### src/rtl/reg_scoreboard.sv
// rtl/reg_scoreboard.sv - per-register RAW/WAW hazard scoreboard; optional SCOREBOARD_WB_BYPASS_EN
module reg_scoreboard #(
  parameter int REG_SEL_W   = 5,
  parameter int REG_NUM     = 2 ** REG_SEL_W,
  parameter int STALL_CNT_W = 16
) (
  input  logic                   iClk,
  input  logic                   iRst,
  input  logic                   iIssueValid,
  input  logic [REG_SEL_W-1:0]   iRs1Addr,
  input  logic                   iRs1Dv,
  input  logic [REG_SEL_W-1:0]   iRs2Addr,
  input  logic                   iRs2Dv,
  input  logic [REG_SEL_W-1:0]   iRdAddr,
  input  logic                   iRdDv,
  output logic                   oIssueReady,
  input  logic                   iWb0En,
  input  logic [REG_SEL_W-1:0]   iWb0Addr,
  input  logic                   iWb1En,
  input  logic [REG_SEL_W-1:0]   iWb1Addr,
  output logic [REG_NUM-1:0]     oBusy,
  output logic [REG_SEL_W:0]     oPendingCnt,
  output logic [STALL_CNT_W-1:0] oStallCnt,
  output logic                   oWbErr
);

  logic [REG_NUM-1:0]     busy_q, busy_d;
  logic [REG_SEL_W:0]     pending_q, pending_d;
  logic [STALL_CNT_W-1:0] stall_q, stall_d;
  logic                   wb_err_q, wb_err_d;

  logic [REG_NUM-1:0] wb_clr;
  logic [REG_NUM-1:0] eff_busy;
  logic [REG_NUM-1:0] set_vec;
  logic               hazard;
  logic               issue_ready;
  logic               fire;

  // Writeback clear mask and the busy view used for hazard detection
  always_comb begin
    wb_clr = '0;
    if (iWb0En) wb_clr = wb_clr | (REG_NUM'(1) << iWb0Addr);
    if (iWb1En) wb_clr = wb_clr | (REG_NUM'(1) << iWb1Addr);
`ifdef SCOREBOARD_WB_BYPASS_EN
    // Operands retiring this cycle are forwarded by the register file bypass
    eff_busy = busy_q & ~wb_clr;
`else
    eff_busy = busy_q;
`endif
  end

  // Hazard check; x0 never hazards because busy[0] is held at 0
  always_comb begin
    hazard = (iRs1Dv & eff_busy[iRs1Addr]) |
             (iRs2Dv & eff_busy[iRs2Addr]) |
             (iRdDv  & eff_busy[iRdAddr]);
    issue_ready = iRst | ~hazard;
    fire        = iIssueValid & issue_ready;
  end

  // Next busy vector (set beats clear), popcount, stall counter and error flag
  always_comb begin
    set_vec = '0;
    if (fire && iRdDv && (iRdAddr != '0)) set_vec = REG_NUM'(1) << iRdAddr;
    busy_d    = (busy_q & ~wb_clr) | set_vec;
    busy_d[0] = 1'b0;

    pending_d = '0;
    for (int i = 0; i < REG_NUM; i++) begin
      pending_d = pending_d + {{REG_SEL_W{1'b0}}, busy_d[i]};
    end

    stall_d = stall_q;
    if (iIssueValid && !issue_ready && (stall_q != {STALL_CNT_W{1'b1}})) begin
      stall_d = stall_q + STALL_CNT_W'(1);
    end

    wb_err_d = wb_err_q;
    if (iWb0En && (iWb0Addr != '0) && !busy_q[iWb0Addr]) wb_err_d = 1'b1;
    if (iWb1En && (iWb1Addr != '0) && !busy_q[iWb1Addr]) wb_err_d = 1'b1;
  end

  // State registers with synchronous reset
  always_ff @(posedge iClk) begin
    if (iRst) begin
      busy_q    <= '0;
      pending_q <= '0;
      stall_q   <= '0;
      wb_err_q  <= 1'b0;
    end else begin
      busy_q    <= busy_d;
      pending_q <= pending_d;
      stall_q   <= stall_d;
      wb_err_q  <= wb_err_d;
    end
  end

  assign oIssueReady = issue_ready;
  assign oBusy       = busy_q;
  assign oPendingCnt = pending_q;
  assign oStallCnt   = stall_q;
  assign oWbErr      = wb_err_q;

endmodule

### config.mk
export PLATFORM = sky130hd
export DESIGN_NAME = reg_scoreboard
export DESIGN_NICKNAME = d
export VERILOG_FILES = /design/src/rtl/reg_scoreboard.sv
export SDC_FILE = /design/constraint.sdc
export NUM_CORES = 1
export LEC_CHECK = 0
export BUFFER_PORTS_ARGS = -buffer_cell sky130_fd_sc_hd__buf_4
export CORE_MARGIN = 2
export CORE_UTILIZATION = 51
export CTS_BUF_LIST = sky130_fd_sc_hd__clkbuf_8
export DETAILED_ROUTE_END_ITERATION = 12
export PLACE_DENSITY_LB_ADDON = 0.2
export SYNTH_ARGS = -nofsm -noshare
export SYNTH_HDL_FRONTEND = slang
export SYNTH_SLANG_ARGS = --single-unit
### constraint.sdc
create_clock -name iClk -period 12 [get_ports iClk]
set_input_delay 1.8 -clock iClk [delete_from_list [all_inputs] [get_ports iClk]]
set_output_delay 1.8 -clock iClk [all_outputs]
set_load 0.02 [all_outputs]
==> impl_metrics.yaml <==
worst_setup_path:
  crit_family: "adder cells"
  max_stage_delay_ns: 0.55
  cp_max_fo: 53
  worstPathRequired_ns: 12.20
  cpMostUsedCell: "fa_1"
  ff2ff_setup_slack_ns: 4.24
  worstRegToRegCells: 22
  worstSetupEndpointType: "flop"
  worst_ep_arrival_time_ns: 9.08
  crit_type: "in2reg"
  r2r_start: "oBusy[1]"
  crit_buf_inv: 6
  critPathSlowestCell: "fa_1"
  start_kind: "input port"
  r2r-end: "oPendingCnt[4]"
global_route:
  track_usage: 0.3126
  grt_pass1_vias: 4640
  grt_first_pass_wirelength_um: 24920
  grt_max_degree: 68
  antenna_found_initial: 0
  grt.overflow.total: 0
finish:
  area_growth_pct: 14.88
  regArea_um2: 1081
  multiInputGateArea_um2: 3592
  utilization: 0.5953
  nFillCells: 897
  n_antenna_cell: 0
  layout.nets: 703
  drive_above_1_share: 0.2313
detailed_routing:
  wl_per_cell_um: 21.12
  drtAntennaViolNets: 0
  drt_iter0_markers: 559
  drc: 0
  dr_wl_met2_um: 7389
  vias: 5012
  dr_wl_met3_um: 1827
  highest_layer: "met4"
  dr.pass1.iters: 5
  vias_per_cell: 6.484
  wl_met1_um: 6203
  wirelength_um: 16330
die:
  initial_core_util: 0.5182
  ios: 89
  die_y_um: 103.0
  num_rows: 36
  fp.dieW_um: 103.0
  coreArea_um2: 9639
  die_area_um2: 10600
synthesis:
  async_flop_share: 0
  synth-edff-count: 0
  syn_area_um2: 4995
  ys_ff_latch: 54
  syn-instance-count: 582
  syn-mean-instance-area_um2: 8.582
  synth-main-ff-cell: "dfxtp_1"
  synth-seq-area-share: 0.2164
  synth_fp_nets: 646
  synthDistinctLibCells: 46
  synth_warnings: 0
clock_tree:
  cts_resized: 0
  clock_latency_ns: 0.32
  numCtsBuffers: 5
  clk_path_buf_depth: 2
  h-tree-depth: 2
  post_cts_buffers: 0
  cts_tree: "done"
  root_buffer: "clkbuf_8"
  cts.reportedPaths.clkPinSlew_ns: 0.10
  cts_sinks: 54
  postCtsHoldBufs: 0
pwr:
  cellPowerDensity_nw_per_um2: 67.31
  p_clk_frac: 0.326
  peakVddDrop_v: 0.00004052
  leakage_nw: 2.263
  p_sw_mw: 0.1151
  switching_share: 0.2981
  p_int_mw: 0.2711
  combPwrFrac: 0.199
  seqPwrFrac: 0.476
timing:
  hold_slack_ns: 0.5120
  hold_viol: 0
  rsz0062_at_grt: "no"
  fin_crit_sh: 0.7396
  finalSetupViolations: 0
  slew_violations: 0
  worstMarginPinSlew_ns: 0.9523
  final.setup.tns_ns: 0
  fin_crit_ns: 8.875
  fin_skew_ns: 0.006291
  timing.fmax_ghz: 0.1127
  relSlewSlack: 0.3628
worst_hold_path:
  whs_endpoint: "oStallCnt[11]"
  hold_class: "reg2reg"
  hold-path-cell-count: 2
  hp-start: "oStallCnt[11]"
placed_design:
  dp.final_hpwl_um: 12130
  place_congestion: 0.9936
  numPortBuffers: 87
run_status:
  status: "finished, final reports clean"
job:
  max_cap_violations: 0
[power by group through the flow]
stage	logic (mW)	clock network [mW]	registers [mW]
2_1_floorplan	0.0515	0	0.189
3_3_place_gp	0.0751	0	0.188
3_5_place_dp	0.0759	0	0.188
4_1_cts	0.0762	0.127	0.184
5_1_grt	0.0838	0.134	0.184
6_report	0.0768	0.126	0.184
[placed cells by master, fill, tap and decap left out, types with 9 or more instances in the layout]
cell,n
buf_4,88
nand2_1,82
nor2_1,63
dfxtp_1,54
a21oi_1,43
mux4_2,40
a31oi_1,35
inv_1,33
fa_1,23
nand3_1,18
nor2b_1,15
mux2i_1,13
a22oi_1,13
mux2_2,12
o21ai_0,11
nor3_1,11
and3_1,9
[metal layers]
layer,track usage,vias up
met5,0,-
met4,0.1852,0
met3,0.06441,68
met2,0.4795,383
met1,0.4090,2337
li1,-,2224
[synthesized netlist by cell type, drive strengths merged (12+ instances only)]
master	count	area, µm²
nand2	82	307.8
nor2	64	242.7
dfxtp	54	1081
a21oi	43	215.2
mux4	40	900.9
a31oi	35	219.0
inv	32	120.1
fa	23	460.4
clkbuf	22	82.58
nand3	18	90.09
buf	16	111.4
nor2b	15	93.84
a22oi	13	97.59
mux2i	13	130.1
mux2	12	135.1
[sequential cells by signal (all words and copies together), names as in the netlist]
name	flops
oWbErr	1
oStallCnt	16
oBusy	31
oPendingCnt	6
[how the worst max path moves through the flow]
stage                 from        endpoint  slack, ns  cells after the start
2_1_floorplan  iRs1Addr[0]  oPendingCnt[4]       3.67                     26
4_1_cts        iRs1Addr[0]  oPendingCnt[4]       3.18                     25
5_1_grt        iRs1Addr[0]  oPendingCnt[4]       2.74                     25
3_3_place_gp   iRs1Addr[0]  oPendingCnt[4]       3.02                     25
3_5_place_dp   iRs1Addr[0]  oPendingCnt[4]       2.85                     25
6_report       iRs1Addr[0]  oPendingCnt[4]       3.13                     25
[worst min-delay path, stage by stage (launching register included)]
cell	delay (ns)
dfxtp_1	0.35
o31ai_1	0.07
a21oi_1	0.06
[per-stage QoR]
| stage | total power [mW] | std cells | area, µm² | setup slack (ns) |
|---|---|---|---|---|
| 2_1_floorplan | 0.2407 | 582 | 4995 | 3.673 |
| 3_3_place_gp | 0.2627 | 765 | 5628 | 3.024 |
| 3_5_place_dp | 0.2637 | 765 | 5628 | 2.846 |
| 4_1_cts | 0.3870 | 773 | 5738 | 3.176 |
| 5_1_grt | 0.4020 | 773 | 5738 | 2.737 |
| 6_report | 0.3862 | 773 | 5738 | 3.125 |
[cells by family (layout without fill, tap and decap cells)]
kind of cell | Yosys count | count (layout) | synth area share
buf+inv | 72 | 130 | 0.06438
simple gates | 236 | 236 | 0.2202
fa+ha+maj | 31 | 31 | 0.1122
xor+xnor | 3 | 3 | 0.005261
other cells | 1 | 1 | 0.0007508
flops | 54 | 54 | 0.2164
mux | 65 | 65 | 0.2335
compound gates | 120 | 120 | 0.1473
[layout make-up]
class / count / share of cell area
Tap cell: 133 / 0.02900
Timing Repair Buffer: 88 / 0.1151
Sequential cell: 54 / 0.1884
Clock inverter: 3 / 0.007196
Clock buffer: 5 / 0.01199
Inverter: 34 / 0.02224
Multi-Input combinational cell: 456 / 0.6260
(Power assumes the default switching activity.)
